## config.mk

```make
export PLATFORM = sky130hd
export DESIGN_NAME = vga_timing_ctrl_flat
export DESIGN_NICKNAME = d
export VERILOG_FILES = /design/src/rtl/vga_timing_if.sv /design/src/rtl/vga_timing_ctrl.sv /design/src/flat_wrapper.sv
export SDC_FILE = /design/constraint.sdc
export NUM_CORES = 1
export LEC_CHECK = 0
export BUFFER_PORTS_ARGS = -buffer_cell sky130_fd_sc_hd__buf_2
export CAP_MARGIN = 10
export CORE_ASPECT_RATIO = 1.4
export CORE_UTILIZATION = 52
export DETAILED_ROUTE_END_ITERATION = 8
export GPL_TIMING_DRIVEN = 0
export PLACE_DENSITY = 0.78
export SLEW_MARGIN = 30
export SYNTH_ARGS = -nofsm -noshare
export SYNTH_HDL_FRONTEND = slang
export SYNTH_SLANG_ARGS = --single-unit
```

## constraint.sdc

```tcl
create_clock -name clk -period 2.76 [get_ports clk]
set_input_delay 0.276 -clock clk [delete_from_list [all_inputs] [get_ports clk]]
set_output_delay 0.276 -clock clk [all_outputs]
set_load 0.02 [all_outputs]
```

## src/rtl/vga_timing_if.sv

```systemverilog
// Raster timing bundle between the VGA sequencer and its consumers
// (pixel generator, frame-update logic).
`timescale 1ns/1ps
interface vga_timing_if;
  logic       en;
  logic       pix_tick;
  logic       line_adv;
  logic       frame_start;
  logic       hsync;
  logic       vsync;
  logic       video_on;
  logic [9:0] pixel_x;
  logic [9:0] pixel_y;

  modport master (
    input  en,
    output pix_tick, line_adv, frame_start, hsync, vsync, video_on, pixel_x, pixel_y
  );

  modport slave (
    output en,
    input  pix_tick, line_adv, frame_start, hsync, vsync, video_on, pixel_x, pixel_y
  );
endinterface

```

## src/rtl/vga_timing_ctrl.sv

```systemverilog
// 640x480@60 raster sequencer: pixel-rate divider, H/V counters and
// registered sync / video_on decode (one clk behind the counters).
`timescale 1ns/1ps
module vga_timing_ctrl #(
  parameter int CLK_DIV   = 4,
  parameter int H_VISIBLE = 640,
  parameter int H_FP      = 16,
  parameter int H_SYNC    = 96,
  parameter int H_BP      = 48,
  parameter int V_VISIBLE = 480,
  parameter int V_FP      = 10,
  parameter int V_SYNC    = 2,
  parameter int V_BP      = 33
) (
  input  logic          clk,
  input  logic          rst,
  vga_timing_if.master  vga
);

  localparam int H_TOTAL = H_VISIBLE + H_FP + H_SYNC + H_BP;
  localparam int V_TOTAL = V_VISIBLE + V_FP + V_SYNC + V_BP;
  localparam int DIV_W   = (CLK_DIV > 1) ? $clog2(CLK_DIV) : 1;

  localparam logic [DIV_W-1:0] DIV_LAST = DIV_W'(CLK_DIV - 1);
  localparam logic [9:0] H_LAST   = 10'(H_TOTAL - 1);
  localparam logic [9:0] V_LAST   = 10'(V_TOTAL - 1);
  localparam logic [9:0] H_VIS    = 10'(H_VISIBLE);
  localparam logic [9:0] V_VIS    = 10'(V_VISIBLE);
  localparam logic [9:0] HS_FIRST = 10'(H_VISIBLE + H_FP);
  localparam logic [9:0] HS_LAST  = 10'(H_VISIBLE + H_FP + H_SYNC - 1);
  localparam logic [9:0] VS_FIRST = 10'(V_VISIBLE + V_FP);
  localparam logic [9:0] VS_LAST  = 10'(V_VISIBLE + V_FP + V_SYNC - 1);

  logic [DIV_W-1:0] div_q;
  logic [9:0]       x_q;
  logic [9:0]       y_q;
  logic             hs_q;
  logic             vs_q;
  logic             vo_q;
  logic             tick;
  logic             h_wrap;
  logic             v_wrap;

  always_comb begin
    tick   = vga.en && (div_q == DIV_LAST);
    h_wrap = (x_q == H_LAST);
    v_wrap = (y_q == V_LAST);
  end

  always_ff @(posedge clk) begin
    if (rst) begin
      div_q <= '0;
      x_q   <= '0;
      y_q   <= '0;
      hs_q  <= 1'b1;
      vs_q  <= 1'b1;
      vo_q  <= 1'b0;
    end else begin
      if (vga.en) begin
        div_q <= tick ? '0 : div_q + DIV_W'(1);
      end
      if (tick) begin
        x_q <= h_wrap ? '0 : x_q + 10'd1;
        if (h_wrap) begin
          y_q <= v_wrap ? '0 : y_q + 10'd1;
        end
      end
      // Decode from the pre-update counters, so these trail pixel_x/y by one clk.
      hs_q <= !((x_q >= HS_FIRST) && (x_q <= HS_LAST));
      vs_q <= !((y_q >= VS_FIRST) && (y_q <= VS_LAST));
      vo_q <= (x_q < H_VIS) && (y_q < V_VIS);
    end
  end

  assign vga.pix_tick    = tick;
  assign vga.line_adv    = tick && h_wrap;
  assign vga.frame_start = tick && h_wrap && v_wrap;
  assign vga.pixel_x     = x_q;
  assign vga.pixel_y     = y_q;
  assign vga.hsync       = hs_q;
  assign vga.vsync       = vs_q;
  assign vga.video_on    = vo_q;

endmodule
```

## src/flat_wrapper.sv

```systemverilog
// flat-port wrapper written by rule: the top's interface ports become plain ports
module vga_timing_ctrl_flat 
#(
  parameter int CLK_DIV   = 4,
  parameter int H_VISIBLE = 640,
  parameter int H_FP      = 16,
  parameter int H_SYNC    = 96,
  parameter int H_BP      = 48,
  parameter int V_VISIBLE = 480,
  parameter int V_FP      = 10,
  parameter int V_SYNC    = 2,
  parameter int V_BP      = 33
)
  (clk, rst, vga_en, vga_pix_tick, vga_line_adv, vga_frame_start, vga_hsync, vga_vsync, vga_video_on, vga_pixel_x, vga_pixel_y);
  vga_timing_if vga_i ();
  input  logic clk;
  input  logic rst;
  input wire logic [$bits(vga_i.en)-1:0] vga_en;
  output wire logic [$bits(vga_i.pix_tick)-1:0] vga_pix_tick;
  output wire logic [$bits(vga_i.line_adv)-1:0] vga_line_adv;
  output wire logic [$bits(vga_i.frame_start)-1:0] vga_frame_start;
  output wire logic [$bits(vga_i.hsync)-1:0] vga_hsync;
  output wire logic [$bits(vga_i.vsync)-1:0] vga_vsync;
  output wire logic [$bits(vga_i.video_on)-1:0] vga_video_on;
  output wire logic [$bits(vga_i.pixel_x)-1:0] vga_pixel_x;
  output wire logic [$bits(vga_i.pixel_y)-1:0] vga_pixel_y;
  assign vga_i.en = vga_en;
  assign vga_pix_tick = vga_i.pix_tick;
  assign vga_line_adv = vga_i.line_adv;
  assign vga_frame_start = vga_i.frame_start;
  assign vga_hsync = vga_i.hsync;
  assign vga_vsync = vga_i.vsync;
  assign vga_video_on = vga_i.video_on;
  assign vga_pixel_x = vga_i.pixel_x;
  assign vga_pixel_y = vga_i.pixel_y;
  vga_timing_ctrl #(.CLK_DIV(CLK_DIV), .H_VISIBLE(H_VISIBLE), .H_FP(H_FP), .H_SYNC(H_SYNC), .H_BP(H_BP), .V_VISIBLE(V_VISIBLE), .V_FP(V_FP), .V_SYNC(V_SYNC), .V_BP(V_BP)) u_core (.clk(clk), .rst(rst), .vga(vga_i));
endmodule
```

# Word level (Yosys, flattened, before mapping)
# Cells that the tools add are included.
[op_classes] reduce_logical=9 mul=0 bitwise=0 eq_ne=3 mux=3 addsub=3 n_shift=0 n_lt_le_gt_ge=6 div_mod_pow=0
[ops] op="10-bit by 1-bit adder with 10-bit output (second input constant)" count=2
[ops] op="10-bit equality test (second input constant)" count=2
[ops] op="10-bit 2-to-1 mux" count=2
[ops] op="10-bit >= comparator (second input constant)" count=1
[ops] op="10-bit by 9-bit >= comparator with 1-bit output (second input constant)" count=1
[ops] op="10-bit less-or-equal comparator (second input constant)" count=1
[ops] op="10-bit by 9-bit less-or-equal comparator with 1-bit output (second input constant)" count=1
[ops] op="10-bit less-than comparator (second input constant)" count=1
[ops] op="10-bit by 9-bit less-than comparator with 1-bit output (second input constant)" count=1
[ops] op="1-bit logical AND" count=6
[ops] op="2-bit by 1-bit adder with 2-bit output (second input constant)" count=1
[ops] op="2-bit equality test (second input constant)" count=1
[ops] op="1-bit logical NOT" count=2
[ops] op="2-bit 2-to-1 mux" count=1
[ops] op="2-bit AND reduction" count=1
[word_totals] output_inout_bits=26 ramBits=0 latch_bits=0 in_bits=3 word_cells=30 n_memories=0 ff_bits=25 romBits=0

# Depth between registers and ports, before layout
[depth] word_depth=4 depth_mapped=7

# Worst setup path before layout
# No wires, ideal clock.
[synth_timing] kind="register to output" startpoint="register u_core.x_q[0], in the netlist u_core.vga.pixel_x[0]" endpoint="output port vga_frame_start" required_ps=2484 path_stages_with_launch=7 setup_slack_ps=526 arrival_ps=1958 n_path_buf=2 cell_sequence="dfxtp_1 ha_1 nand3_2 or4b_4 buf_6 clkbuf_1 nor2_1"
[synth_via] elab_chain_cells=3
[synth_rtl] element="from (decl)" line="vga_timing_ctrl.sv:35" text="logic [9:0] x_q;"
[synth_rtl] element="from (signal assigned)" line="vga_timing_ctrl.sv:63" text="x_q <= h_wrap ? '0 : x_q + 10'd1;"
[synth_rtl] element="10-bit equality test" line="vga_timing_ctrl.sv:46" text="h_wrap = (x_q == H_LAST);"
[synth_rtl] element="1-bit logical AND (2 in a row)" line="vga_timing_ctrl.sv:77" text="assign vga.frame_start = tick && h_wrap && v_wrap;"
[synth_rtl] element="to (decl)" line="flat_wrapper.sv:21" text="output wire logic [$bits(vga_i.frame_start)-1:0] vga_frame_start;"
# Every way passes these cells.

# Worst setup path in the final report
[layout_timing] startpoint="register u_core.div_q[0]" endpoint="output port vga_line_adv"
[layout_via] elab_chain_cells=3
[layout_rtl] element="from (decl)" line="vga_timing_ctrl.sv:34" text="logic [DIV_W-1:0] div_q;"
[layout_rtl] element="from (signal assigned)" line="vga_timing_ctrl.sv:60" text="div_q <= tick ? '0 : div_q + DIV_W'(1);"
[layout_rtl] element="2-bit equality test" line="vga_timing_ctrl.sv:45" text="tick = vga.en && (div_q == DIV_LAST);"
[layout_rtl] element="1-bit logical AND" line="vga_timing_ctrl.sv:45"
[layout_rtl] element="1-bit logical AND" line="vga_timing_ctrl.sv:76" text="assign vga.line_adv = tick && h_wrap;"
[layout_rtl] element="to (decl)" line="flat_wrapper.sv:20" text="output wire logic [$bits(vga_i.line_adv)-1:0] vga_line_adv;"
# Every way passes these cells.

==> results.sh <==
export IMPL_status="finished clean"
export IMPL_async_reset_ff_frac=0
export IMPL_drt_iter0_markers=22
export IMPL_num_rows=20
export IMPL_yosysTopAreaCell="dfxtp_1"
export IMPL_vias=1177
export IMPL_hold_violations=0
export IMPL_power_density_mw_per_mm2=397
export IMPL_synth_cell_types=36
export IMPL_finalCoreUtilization=0.647
export IMPL_n_antenna_cell=0
export IMPL_cp_data_arrival_time_ns=2.17
export IMPL_worstMarginPinSlew_ns=0.446
export IMPL_die_w_um=43.2
export IMPL_wl_per_cell_um=13.6
export IMPL_finalWeightedCongestion=0.870
export IMPL_final_fill_count=214
export IMPL_synth_top_cell_area_share=0.405
export IMPL_holdPathStages=2
export IMPL_cp_end_kind="output pin"
export IMPL_finalWorstSetupSlack_ns=0.313
export IMPL_clockBufferDepth=2
export IMPL_finalSetupViolCount=0
export IMPL_setup_tns_ns=0
export IMPL_synthTopCellsByCount="dfxtp_1, a21oi_1, nor2_1, nor3_1"
export IMPL_p_leak_nw=0.541
export IMPL_fin_crit_sh=0.886
export IMPL_first_pass_iters=4
export IMPL_cts_buffers=3
export IMPL_grt_pass1_wl_um=4470
export IMPL_overflow=0
export IMPL_layout_nets=182
export IMPL_io_pins=29
export IMPL_holdPathEnd="u_core.vga.pixel_x[0]"
export IMPL_synth_area_leaders="dfxtp_1, ha_1, xnor2_1"
export IMPL_post_cts_resized=0
export IMPL_io_buffers=28
export IMPL_wl_um=2650
export IMPL_path_clk_slew_ns=0.14
export IMPL_cp_max_fo=19
export IMPL_rsz0062_at_grt="no"
export IMPL_hp_start="rst"
export IMPL_vdd_ir_drop_max_mv=0.263
export IMPL_avgSynthCellArea_um2=8.76
export IMPL_startpoint_type="register"
export IMPL_h_tree_depth=1
export IMPL_core_mm2=0.00220
export IMPL_synth_most_common_cell="dfxtp_1"
export IMPL_first_global_vias=1063
export IMPL_post_cts_repair_setup_buffers=0
export IMPL_grtUsageTotal=0.226
export IMPL_finClkSkew_ns=0.00727
export IMPL_regArea_um2=500
export IMPL_clk_latency_ns=0.33
export IMPL_synth_edf_count=0
export IMPL_seq_area_frac_synth=0.405
export IMPL_syn_area_mm2=0.00123
export IMPL_dp_worst_setup_slack_ns=0.510
export IMPL_ant_nets=0
export IMPL_cts_root_buf="clkbuf_4"
export IMPL_syn_nets=150
export IMPL_r2r_cells=6
export IMPL_period_needed_ns=2.45
export IMPL_antenna_found_initial=0
export IMPL_initial_core_util=0.561
export IMPL_cp_required_ns=2.48
export IMPL_syn_inst=141
export IMPL_areaGrowthSynthToFinish_pct=15.4
export IMPL_reg2reg_slack_ns=0.57
export IMPL_drc_errors=0
export IMPL_vias_per_cell=6.07
export IMPL_synthFlopType="dfxtp_1"
export IMPL_hpwlAfterDp_um=1980
export IMPL_fmax_mhz=409
export IMPL_cts_tree="yes"
export IMPL_r2r_start="u_core.div_q[0]"
export IMPL_dieArea_mm2=0.00258
export IMPL_multiInputGateArea_um2=678
export IMPL_drv_slew=0
export IMPL_clock_sinks=25
export IMPL_slew_headroom=0.703
export IMPL_die_y_um=59.7
export IMPL_synth_warnings=0
export IMPL_grt_max_degree=14
export IMPL_worstHoldPathType="in2reg"
export IMPL_r2r_end="u_core.vga.pixel_y[6]"
export IMPL_path_class="reg2out"
export IMPL_drive_gt1_frac=0.221
export IMPL_cap_violations=0
export IMPL_synth_seq_cells=25
-- final cells by class --
type,count,share of cell area
multi-input cells,103,0.476
flip-flops and latches,25,0.351
repair buffers,28,0.0983
inverters,9,0.0237
clock buffers,4,0.0184
plain buffers,3,0.0132
well taps,22,0.0193
-- layer usage --
layer	up-vias	part of all wire	GRT usage
met3	5	0.039	0.0211
met1	556	0.42	0.245
met2	40	0.51	0.409
li1	576	-	-
met4	0	0.022	0.147
met5	-	0	0
-- registers in the layout, summed over array words and instances (netlist names) --
register and cells:
u_core.div_q 2, u_core.vga.hsync 1, u_core.vga.pixel_x 10, u_core.vga.pixel_y 10
u_core.vga.video_on 1, u_core.vga.vsync 1
-- per-stage QoR --
step,std cells,total power (W),area [um^2],hold slack (ns)
global route,194,0.000583,1430,0.198
global placement,191,0.000402,1400,0.479
CTS,195,0.000567,1430,0.201
finish,194,0.000565,1430,0.191
detailed placement,191,0.000404,1400,0.510
floorplan,141,0.000393,1230,0.353
-- cells by family (layout without fill, tap and decap cells) --
| logic type | after synthesis | count (layout) | share of synthesized area |
|---|---|---|---|
| muxes | 2 | 2 | 0.0162 |
| AOI/OAI and AO/OA | 26 | 26 | 0.125 |
| DFF | 25 | 25 | 0.405 |
| xor gates and xnor gates | 8 | 8 | 0.0567 |
| buffers and inverters | 13 | 44 | 0.0456 |
| and+or+nand+nor | 61 | 61 | 0.291 |
| adders and majority gates | 6 | 6 | 0.0608 |
-- cell usage in the layout (no fill, tap or decap), drive strengths merged, types with 7 or more instances in the layout --
cell,Yosys,routed
buf,1,29
dfxtp,25,25
a21oi,11,11
nor2,10,10
nor3,10,10
inv,9,9
xnor2,8,8
o21ai,7,7
-- worst max-delay path, stage by stage (launching register included) --
cell and delay (ns):
dfxtp_1 0.38, ha_1 0.24, nand3_2 0.14, or4b_4 0.55
buf_6 0.18, inv_2 0.16, buf_2 0.19
-- what timing repair did --
| action | in CTS | in global routing |
|---|---|---|
| setup endpoints to repair | 0 | 1 |
| hold endpoints to repair | 0 | 0 |
| hold buffers | 0 | 0 |
-- worst max path at each step --
stage / slack, ns / cells past startpoint / end / start
after floorplan: 0.53 / 6 / vga_frame_start / u_core.vga.pixel_x[0]
after global placement: 0.55 / 7 / vga_frame_start / u_core.vga.pixel_x[0]
after detailed placement: 0.51 / 7 / vga_frame_start / u_core.div_q[0]
after CTS: 0.12 / 7 / vga_frame_start / u_core.div_q[0]
after global routing: 0.18 / 6 / vga_line_adv / u_core.div_q[0]
final: 0.31 / 6 / vga_line_adv / u_core.div_q[0]
-- power by group --
part / switching (W) / internal [W] / total, W
Clock: 0.000113 / 0.0000568 / 0.000170
Combinational: 0.0000163 / 0.00000978 / 0.0000260
Sequential: 0.00000361 / 0.000366 / 0.000369
Total: 0.000133 / 0.000432 / 0.000565
No activity file was read; power rests on OpenSTA's default activity.
